--- src/rtl/prog_loader.sv ---
// Program loader: streams instruction words into memory,
// then hands memory and start PC to the CPU.
module prog_loader #(
  parameter logic [31:0] PC_BASE_ADDR = 32'h80020000,
  parameter int          DEPTH_WORDS  = 1024
) (
  input  logic        clock,
  input  logic        reset,
  input  logic        start,
  input  logic        w_src_valid,
  input  logic [31:0] w_src_data_32,
  input  logic        w_src_last,
  output logic        w_src_ready,
  output logic [31:0] w_mem_addr_32,
  output logic [31:0] w_mem_data_in_32,
  output logic        w_mem_rw,
  output logic        w_mem_en,
  output logic [31:0] w_cpu_pc_32,
  output logic        w_cpu_run,
  output logic [12:0] w_word_count,
  output logic        w_overflow
);

  typedef enum logic [1:0] {
    IDLE,
    LOAD,
    DONE,
    ERROR
  } state_t;

  localparam logic [12:0] DEPTH_CNT = 13'(DEPTH_WORDS);

  state_t      state;
  state_t      state_nxt;
  logic [12:0] count;
  logic        accept;

  assign w_src_ready  = (state == LOAD) && (count < DEPTH_CNT);
  assign accept       = w_src_ready && w_src_valid;
  assign w_word_count = count;

  // Next-state decode
  always_comb begin
    state_nxt = state;
    unique case (state)
      IDLE:  if (start) state_nxt = LOAD;
      LOAD: begin
        if (accept && w_src_last)
          state_nxt = DONE;
        else if (count == DEPTH_CNT)
          state_nxt = ERROR;
      end
      DONE:  if (start) state_nxt = LOAD;
      ERROR: if (start) state_nxt = LOAD;
      default: state_nxt = IDLE;
    endcase
  end

  // State, counter and registered outputs
  always_ff @(posedge clock) begin
    if (!reset) begin
      state            <= IDLE;
      count            <= '0;
      w_overflow       <= 1'b0;
      w_cpu_run        <= 1'b0;
      w_mem_en         <= 1'b0;
      w_mem_rw         <= 1'b1;
      w_mem_addr_32    <= '0;
      w_mem_data_in_32 <= '0;
      w_cpu_pc_32      <= PC_BASE_ADDR;
    end else begin
      state       <= state_nxt;
      w_cpu_pc_32 <= PC_BASE_ADDR;
      w_overflow  <= (state_nxt == ERROR);
      w_cpu_run   <= (state == DONE) && !start;
      w_mem_en    <= 1'b0;
      w_mem_rw    <= 1'b1;
      if (state == DONE && !start) begin
        w_mem_en <= 1'b1;
      end
      if (state != LOAD && start) begin
        count <= '0;
      end
      if (accept) begin
        w_mem_en         <= 1'b1;
        w_mem_rw         <= 1'b0;
        w_mem_addr_32    <= {17'd0, count, 2'b00};
        w_mem_data_in_32 <= w_src_data_32;
        count            <= count + 13'd1;
      end
    end
  end

endmodule

--- config.mk ---
export PLATFORM = sky130hd
export DESIGN_NAME = prog_loader
export DESIGN_NICKNAME = d
export VERILOG_FILES = /design/src/rtl/prog_loader.sv
export SDC_FILE = /design/constraint.sdc
export NUM_CORES = 1
export LEC_CHECK = 0
export ABC_AREA = 1
export CORE_AREA = 2 2 86 88
export CTS_CLUSTER_SIZE = 20
export DETAILED_ROUTE_END_ITERATION = 8
export DIE_AREA = 0 0 88 90
export GPL_ROUTABILITY_DRIVEN = 0
export PLACE_DENSITY = 0.83
export SYNTH_ARGS = -nofsm -noshare
export SYNTH_HDL_FRONTEND = slang
export SYNTH_SLANG_ARGS = --single-unit
--- constraint.sdc ---
create_clock -name clock -period 2.71 [get_ports clock]
set_input_delay 0.6775 -clock clock [delete_from_list [all_inputs] [get_ports clock]]
set_output_delay 0.6775 -clock clock [all_outputs]
set_load 0.005 [all_outputs]
==> flow_metrics.env, run 1 <==
export IMPL_status="complete, no violations"
export IMPL_synth_seq_cells=64
export IMPL_grt_use_total_pct=17.03
export IMPL_hold_viol=0
export IMPL_cts_buffers=9
export IMPL_worstHoldEndpoint="w_mem_addr_32[12]"
export IMPL_clk_path_buf_depth=2
export IMPL_clock_fmax_mhz=441.9
export IMPL_wl_per_cell_microns=11.06
export IMPL_yosys_warnings=0
export IMPL_final_nets=523
export IMPL_cts_tree="done"
export IMPL_cp_slowest_stage_delay_ns=0.50
export IMPL_p_per_area_nw_per_um2=499.6
export IMPL_path_buf_inv=2
export IMPL_top_layer="met4"
export IMPL_grt_pass1_vias=2434
export IMPL_fp_dieH_microns=90
export IMPL_rows=31
export IMPL_post_cts_resized=0
export IMPL_cp_max_fo=4
export IMPL_hold_depth=2
export IMPL_via_per_inst=4.427
export IMPL_die_area_sq_um=7920
export IMPL_fin_crit_ns=2.263
export IMPL_rsz0062_at_grt="no"
export IMPL_muxShareOfSynthArea_pct=0
export IMPL_met2_length_microns=3189
export IMPL_core_area_sq_um=7020
export IMPL_synth_compound_area_share_pct=9.991
export IMPL_crit_path_end_kind="primary output"
export IMPL_io_buffer_count=99
export IMPL_min_from="w_mem_addr_32[12]"
export IMPL_io_pins=151
export IMPL_cts_sinks=64
export IMPL_cap_violations=0
export IMPL_antenna_found_initial=0
export IMPL_setup_viol=0
export IMPL_route_met3_wl_microns=531
export IMPL_cp_arrival_ns=1.59
export IMPL_ys_types=21
export IMPL_first_pass_iters=4
export IMPL_grt_max_degree=33
export IMPL_r2r_start="w_word_count[10]"
export IMPL_critPathTopFamily="buffers and inverters"
export IMPL_yosys_area_share_simple_pct=24.15
export IMPL_total_power_mw=1.956
export IMPL_p_leak_nw=1.560
export IMPL_worstHoldPathType="flop to flop"
export IMPL_vias=2590
export IMPL_hpwl_microns=4818
export IMPL_critPathLaunchType="flop"
export IMPL_start_util_pct=40.67
export IMPL_final_core_utilization_pct=55.77
export IMPL_worst_ir_drop_vdd_v=0.0004104
export IMPL_postCtsSetupRepairBufs=0
export IMPL_cp_slowest_cell="clkdlybuf4s50_1"
export IMPL_ff2ff_setup_slack_ns=1.28
export IMPL_ant_nets=0
export IMPL_final_cells=585
export IMPL_reg2reg_depth=7
export IMPL_drc_errors=0
export IMPL_clock_latency_ns=0.32
export IMPL_drive_gt1_share_pct=4.527
export IMPL_synthAdderAreaFrac_pct=0.8764
export IMPL_drt_iter0_markers=149
export IMPL_synth_area_sq_um=2855
export IMPL_crit_required_ns=2.03
export IMPL_cts_max_level=3
export IMPL_setup_tns_ns=0
export IMPL_synth_xor_area_share_pct=0.3067
export IMPL_drv_slew=0
export IMPL_synth_top_family_by_area="simple AND/OR/NAND/NOR gates"
export IMPL_finClkSkew_ns=0.008587
export IMPL_area_growth_pct=37.12
export IMPL_syn_inst=388
export IMPL_crit_type="flop to primary output"
export IMPL_wl_microns=6473
export IMPL_dp_cells=572
export IMPL_yosysSeqAreaShare_pct=44.87
export IMPL_ctsHoldBuffers=0
export IMPL_clk_pin_slew_worst_paths_ns=0.06
export IMPL_crit_chain="nor2_1 -> nand3_2 -> inv_1 -> clkdlybuf4s50_1"
export IMPL_wl_met1_microns=2651
export IMPL_fin_crit_sh_pct=83.50
export IMPL_postSynthAreaPerCell_sq_um=7.359
export IMPL_die_x_microns=88
export IMPL_antennaDiodeCount=0
export IMPL_r2r_end="w_word_count[8]"
export IMPL_grt_pass1_wl_microns=10810
export IMPL_grt_overflow_total=0
export IMPL_cts_root_buf="clkbuf_8"
worst reg2reg max path, cell delays in order (launching register included):
cell	delay [ns]
dfxtp_1	0.35
nor2_1	0.20
nand3_2	0.14
nor2_4	0.10
buf_4	0.31
nand3_1	0.12
nand2_1	0.08
nor2_1	0.04
cell families (layout without fill, tap and decap cells):
| kind of cell | Yosys count | count (layout) |
|---|---|---|
| buf+inv | 92 | 141 |
| xor+xnor | 1 | 1 |
| compound gates | 55 | 55 |
| flops | 64 | 64 |
| simple gates | 172 | 172 |
| fa+ha+maj | 2 | 2 |
| other cells | 2 | 51 |
worst max path at each step:
stage / start / to / slack, ns / cells after the start
after floorplan: w_src_valid / w_mem_data_in_32[22] / 1.35 / 4
after global placement: w_src_valid / w_word_count[7] / 0.77 / 7
after detailed placement: w_src_valid / w_word_count[7] / 0.72 / 7
after CTS: w_word_count[10] / w_src_ready / 0.42 / 4
after global routing: w_word_count[10] / w_src_ready / 0.33 / 4
final: w_word_count[10] / w_src_ready / 0.45 / 4
cell usage after synthesis (all sizes together):
| cell | instances | area [sq um] |
|---|---|---|
| a21boi | 4 | 30.03 |
| a21oi | 50 | 250.2 |
| buf | 59 | 434.2 |
| clkbuf | 10 | 37.54 |
| conb | 2 | 7.510 |
| dfxtp | 64 | 1281 |
| ha | 2 | 25.02 |
| inv | 23 | 86.34 |
| nand2 | 120 | 450.4 |
| nand3 | 17 | 90.09 |
| nand4 | 2 | 12.51 |
| nor2 | 31 | 126.4 |
| nor3 | 2 | 10.01 |
| o21ai | 1 | 5.000 |
| xnor2 | 1 | 8.760 |
cells in the final DEF, fill, tap and decap left out:
cell type,netlist,layout
o21ai_0,1,1
clkbuf_1,10,2
conb_1,2,51
a21boi_1,4,4
nand2_1,120,120
nor2_2,1,1
ha_1,2,2
xnor2_1,1,1
clkdlybuf4s50_1,0,99
nand3_2,1,1
inv_2,2,2
buf_12,0,1
buf_4,56,5
nor3_1,2,2
nand3_1,16,16
a21oi_1,50,50
nand4_1,2,2
dfxtp_1,64,64
nor2_4,1,1
clkbuf_8,0,10
inv_1,21,21
bufinv_16,0,1
nor2_1,29,29
cell type report:
type | instances | area [sq um]
clock buffers | 12 | 145.1
clock inverters | 1 | 30.03
multi-input cells | 281 | 1200
well taps | 99 | 123.9
fillers | 655 | 3105
inverters | 23 | 86.33
repair buffers | 105 | 1049
flip-flops and latches | 64 | 1281
metrics by stage:
step | hold slack [ns] | setup WS (ns) | cell area [sq um]
2_1_floorplan | 0.4521 | 1.349 | 3039
3_3_place_gp | 0.4498 | 0.7699 | 3740
3_5_place_dp | 0.4559 | 0.7237 | 3740
4_1_cts | 0.4653 | 0.4188 | 3915
5_1_grt | 0.4789 | 0.3272 | 3915
6_report | 0.4602 | 0.4471 | 3915
where the power goes:
| group | leakage, nW | switching (mW) | internal (mW) |
|---|---|---|---|
| sequential | 0.519 | 0.0134 | 0.965 |
| combinational | 0.953 | 0.108 | 0.113 |
| clock | 0.0884 | 0.320 | 0.436 |
routing by layer:
layer	vias up	track usage, %
li1	1300	-
met1	1178	18.65
met2	104	28.35
met3	8	6.152
met4	0	8.718
met5	-	0
registers in the layout, summed over array words and instances (netlist names):
name and cells:
w_mem_addr_32 13, state 2, w_mem_en 1, w_cpu_run 1, w_word_count 13, w_overflow 1, w_mem_data_in_32 32, w_mem_rw 1
No activity file was read; power rests on OpenSTA's default activity.
==> run 2: changes to the inputs <==
--- a/config.mk
+++ b/config.mk
@@ -6,12 +6,12 @@
 export NUM_CORES = 1
 export LEC_CHECK = 0
 export ABC_AREA = 1
-export CORE_AREA = 2 2 86 88
+export CORE_AREA = 2 2 93 95
 export CTS_CLUSTER_SIZE = 20
 export DETAILED_ROUTE_END_ITERATION = 8
-export DIE_AREA = 0 0 88 90
+export DIE_AREA = 0 0 95 97
 export GPL_ROUTABILITY_DRIVEN = 0
-export PLACE_DENSITY = 0.83
+export PLACE_DENSITY = 0.75
 export SYNTH_ARGS = -nofsm -noshare
 export SYNTH_HDL_FRONTEND = slang
 export SYNTH_SLANG_ARGS = --single-unit
==> constraint.sdc (replaced) <==
create_clock -name clock -period 1.8 [get_ports clock]
set_input_delay 0.45 -clock clock [delete_from_list [all_inputs] [get_ports clock]]
set_output_delay 0.45 -clock clock [all_outputs]
set_load 0.005 [all_outputs]
==> run 2 against run 1 <==
Sequential share of layout area is 0.92 points lower. Global-route usage is 2.4 points lower. Critical path depth is 2 lower. Register-to-register slack worse by 0.94 ns. Sequential power is 50% higher. Sequential cell count stayed put. Total power is 62% higher. Utilization is 5.8 points lower. Combinational power is 56% higher.
==> flow_metrics.env, run 2 (synthesized netlist as in run 1, its figures left out) <==
export IMPL_status="complete, no violations"
export IMPL_wl_microns=6611
export IMPL_grt_overflow_total=0
export IMPL_wl_met1_microns=2745
export IMPL_met2_length_microns=3173
export IMPL_fp_dieH_microns=97
export IMPL_grt_pass1_vias=2314
export IMPL_fillers=791
export IMPL_clock_latency_ns=0.33
export IMPL_core_area_sq_um=8134
export IMPL_final_cell_mix="nand2_1, clkdlybuf4s50_1, dfxtp_1, conb_1, a21oi_1"
export IMPL_ant_nets=0
export IMPL_cap_violations=0
export IMPL_dp_cells=585
export IMPL_route_met3_wl_microns=657
export IMPL_p_per_area_nw_per_um2=780.6
export IMPL_cts_root_buf="clkbuf_8"
export IMPL_cts_tree="done"
export IMPL_start_util_pct=35.10
export IMPL_wl_per_cell_microns=10.95
export IMPL_clock_fmax_mhz=580.2
export IMPL_drc_errors=0
export IMPL_final_common_cell="nand2_1"
export IMPL_drive_gt1_share_pct=9.419
export IMPL_clk_pin_slew_worst_paths_ns=0.07
export IMPL_total_power_mw=3.175
export IMPL_largest_register_ffs=32
export IMPL_fin_crit_sh_pct=95.76
export IMPL_io_buffer_count=99
export IMPL_whs_ns=0.4622
export IMPL_stdcell_area_sq_um=4068
export IMPL_die_area_sq_um=9215
export IMPL_top_layer="met4"
export IMPL_cp_arrival_ns=1.27
export IMPL_vias=2583
export IMPL_worst_ir_drop_vdd_v=0.0004240
export IMPL_cts_max_level=3
export IMPL_fin_crit_ns=1.724
export IMPL_hpwl_microns=4779
export IMPL_final_nets=533
export IMPL_rows=33
export IMPL_crit_path_end_kind="primary output"
export IMPL_clk_path_buf_depth=2
export IMPL_top_register="w_mem_data_in_32"
export IMPL_hold_viol=0
export IMPL_setup_tns_ns=0
export IMPL_final_cells=604
export IMPL_dpl_cell_area_sq_um=3800
export IMPL_grt_max_degree=35
export IMPL_crit_type="flop to primary output"
export IMPL_io_pins=151
export IMPL_setup_viol=0
export IMPL_rsz0062_at_grt="no"
export IMPL_finClkSkew_ns=0.009980
export IMPL_via_per_inst=4.276
export IMPL_critPathLaunchType="flop"
export IMPL_antennaDiodeCount=0
export IMPL_grt_pass1_wl_microns=10800
export IMPL_cp_max_fo=3
export IMPL_final_core_utilization_pct=50.01
export IMPL_setup_ws_ns=0.07640
export IMPL_cts_buffers=9
export IMPL_crit_required_ns=1.35
export IMPL_cts_sinks=64
export IMPL_die_x_microns=95
export IMPL_first_pass_iters=4
export IMPL_ctsHoldBuffers=0
export IMPL_antenna_found_initial=0
export IMPL_area_growth_pct=42.46
export IMPL_p_leak_nw=1.639
export IMPL_drt_iter0_markers=148
export IMPL_worstHoldPathType="flop to flop"
export IMPL_drv_slew=0
export IMPL_grt_use_total_pct=14.59
export IMPL_pre_cts_ws_ns=0.08095
## run 2: cell types whose count changed in the layout (fill, tap and decap cells not counted), sizes merged
cell	before	now
buf	6	16
bufinv	1	2
clkinv	0	1
dlygate4sd2	0	1
clkdlybuf4s50	99	98
clkinvlp	0	2
clkbuf	12	11
## run 2: path summary, 6_finish.rpt
kind                     startpoint                   to  slack (ns)  depth (start not counted)
setup / recovery   w_word_count[10]     w_word_count[10]        0.08                          2
hold / removal    w_mem_addr_32[14]    w_mem_addr_32[14]        0.46                          2
setup reg to reg   w_word_count[10]  w_mem_data_in_32[6]        0.34                          8
hold reg to reg   w_mem_addr_32[14]    w_mem_addr_32[14]        0.46                          2
## run 2: area by class of cell
type	count	area, sq um	area share [%]
sequential	64	1294	31.81
timing repair buffer	115	1122	27.59
inverter	23	86.33	2.122
clock inverter	5	80.08	1.969
tap	105	131.4	3.230
clock buffer	11	141.4	3.476
multi-input combinational	281	1212	29.81
## run 2: report_power, final
part	internal, mW	switching, mW
logic	0.180	0.164
clock network	0.815	0.543
registers	1.45	0.0200
## run 2: metal layers
layer / vias up / GRT usage, %
li1: 1319 / -
met1: 1152 / 16.40
met2: 107 / 24.88
met3: 5 / 6.698
met4: 0 / 3.456
met5: - / 0
## run 2: repair_timing
action,in CTS,in global routing
resized for setup,12,2
pin swaps,1,0
cloned,0,0
setup buffers,2,1
setup endpoints to repair,5,3
## run 2: worst max-delay path, stage by stage, from the launching register on
cell and delay (ns):
dfxtp_2 0.34, buf_4 0.12, clkdlybuf4s50_1 0.49
==> run 3: changes to the inputs <==
--- a/config.mk
+++ b/config.mk
@@ -11,6 +11,7 @@
 export DETAILED_ROUTE_END_ITERATION = 8
 export DIE_AREA = 0 0 95 97
 export GPL_ROUTABILITY_DRIVEN = 0
+export HOLD_SLACK_MARGIN = 0.12
 export PLACE_DENSITY = 0.75
 export SYNTH_ARGS = -nofsm -noshare
 export SYNTH_HDL_FRONTEND = slang
==> constraint.sdc (replaced) <==
create_clock -name clock -period 1.52 [get_ports clock]
set_input_delay 0.38 -clock clock [delete_from_list [all_inputs] [get_ports clock]]
set_output_delay 0.38 -clock clock [all_outputs]
set_load 0.005 [all_outputs]
==> run 3 against run 2 <==
Clock skew shrank 0.0017 ns. Die area is the same. First-iteration DRC count shrank 36%. Critical path type unchanged.
==> flow_metrics.env, run 3 (synthesized netlist as in run 1, its figures left out) <==
export IMPL_status="complete, no violations"
export IMPL_setup_tns_ns=0
export IMPL_wl_per_cell_microns=11.15
export IMPL_cp_max_fo=3
export IMPL_largest_register_ffs=32
export IMPL_die_x_microns=95
export IMPL_rsz0062_at_grt="no"
export IMPL_fin_crit_ns=1.446
export IMPL_cts_buffers=9
export IMPL_critPathLaunchType="flop"
export IMPL_top_register="w_mem_data_in_32"
export IMPL_cts_tree="done"
export IMPL_ant_nets=0
export IMPL_final_cell_mix="nand2_1, dlygate4sd2_1, conb_1, a21oi_1, dfxtp_1"
export IMPL_hold_viol=0
export IMPL_critPathTopFamily="buffers and inverters"
export IMPL_crit_type="flop to primary output"
export IMPL_area_growth_pct=44.26
export IMPL_worstHoldPathType="flop to flop"
export IMPL_antenna_found_initial=0
export IMPL_antennaDiodeCount=0
export IMPL_core_area_sq_um=8134
export IMPL_cp_slowest_cell="dfxtp_2"
export IMPL_first_pass_iters=4
export IMPL_drc_errors=0
export IMPL_clk_pin_slew_worst_paths_ns=0.07
export IMPL_cap_violations=0
export IMPL_p_per_area_nw_per_um2=908.6
export IMPL_clock_fmax_mhz=691.8
export IMPL_rows=33
export IMPL_ff2ff_setup_slack_ns=0.13
export IMPL_hold_depth=2
export IMPL_cts_root_buf="clkbuf_8"
export IMPL_r2r_start="w_word_count[11]"
export IMPL_fp_dieH_microns=97
export IMPL_dp_cells=599
export IMPL_drive_gt1_share_pct=13.09
export IMPL_drt_iter0_markers=95
export IMPL_die_area_sq_um=9215
export IMPL_cp_slowest_stage_delay_ns=0.33
export IMPL_via_per_inst=4.340
export IMPL_cp_startpoint="w_word_count[12]"
export IMPL_dpl_cell_area_sq_um=3930
export IMPL_finClkSkew_ns=0.008272
export IMPL_setup_viol=0
export IMPL_final_nets=546
export IMPL_grt_overflow_total=0
export IMPL_fillers=797
export IMPL_start_util_pct=35.10
export IMPL_grt_use_total_pct=15.56
export IMPL_cp_arrival_ns=1.07
export IMPL_total_power_mw=3.743
export IMPL_grt_pass1_vias=2446
export IMPL_vias=2678
export IMPL_path_buf_inv=2
export IMPL_cp_depth=2
export IMPL_io_pins=151
export IMPL_reg2reg_depth=6
export IMPL_crit_required_ns=1.14
export IMPL_min_from="w_mem_addr_32[13]"
export IMPL_crit_chain="buf_4 -> dlygate4sd2_1"
export IMPL_wl_microns=6881
export IMPL_worst_ir_drop_vdd_v=0.0005062
export IMPL_final_cells=617
export IMPL_cts_max_level=3
export IMPL_drv_slew=0
export IMPL_cts_sinks=64
export IMPL_clk_path_buf_depth=2
export IMPL_clock_latency_ns=0.34
export IMPL_grt_max_degree=35
export IMPL_stdcell_area_sq_um=4119
export IMPL_hpwl_microns=5170
export IMPL_fin_crit_sh_pct=95.10
export IMPL_grt_pass1_wl_microns=11440
export IMPL_crit_path_end_kind="primary output"
export IMPL_p_leak_nw=2.001
export IMPL_io_buffer_count=99
export IMPL_final_common_cell="nand2_1"
## run 3: changes by cell type in the layout (fill, tap and decap cells not counted), sizes merged
cell / delta
clkdlybuf4s50: -62
dlygate4sd2: +61
buf: +14
clkinv: +2
clkbuf: -1
clkinvlp: -1
## run 3: power by group
part	internal, mW	total [mW]	switching, mW
registers	1.72	1.74	0.0193
logic	0.202	0.406	0.204
clock network	0.959	1.60	0.640
total	2.88	3.74	0.863
## run 3: through the flow
| stage | hold slack (ns) | setup slack, ns | util, % |
|---|---|---|---|
| after floorplan | 0.4521 | 0.3280 | - |
| after global placement | 0.4474 | -0.08754 | 48.32 |
| after detailed placement | 0.4512 | -0.1380 | 48.32 |
| after CTS | 0.4625 | 0.03129 | 50.62 |
| after global routing | 0.4783 | 0.0001703 | 50.64 |
| final | 0.4590 | 0.07449 | 50.64 |
## run 3: area by class of cell
cell class	count	area [sq um]	share of cell area (%)
Tap cell	105	131.4	3.190
Multi-Input combinational cell	281	1212	29.43
Clock inverter	6	82.58	2.005
Timing Repair Buffer	128	1164	28.25
Clock buffer	10	137.6	3.341
Inverter	23	86.33	2.096
Sequential cell	64	1305	31.68
## run 3: worst register-to-register path: stages, from the launching register on
cell     delay (ns)
dfxtp_1        0.35
inv_1          0.08
buf_4          0.14
nand4_1        0.15
buf_4          0.34
nand2_1        0.11
a21oi_1        0.16
## run 3: per-layer routing
| layer | share of wire, % | up-vias | GRT usage (%) |
|---|---|---|---|
| li1 | - | 1349 | - |
| met1 | 42 | 1205 | 18.67 |
| met2 | 46 | 114 | 24.99 |
| met3 | 10 | 10 | 5.763 |
| met4 | 1.6 | 0 | 6.132 |
| met5 | 0 | - | 0 |
## run 3: final timing paths
kind,to
setup / recovery,w_word_count[12]
hold / removal,w_mem_addr_32[13]
setup reg to reg,w_mem_data_in_32[13]
hold reg to reg,w_mem_addr_32[13]
## run 3: repair_timing
item | CTS | global route
hold endpoints to repair | 0 | 0
gates resized for setup | 85 | 1
setup endpoints to repair | 63 | 1
hold buffers | 0 | 0
setup buffers | 2 | 0
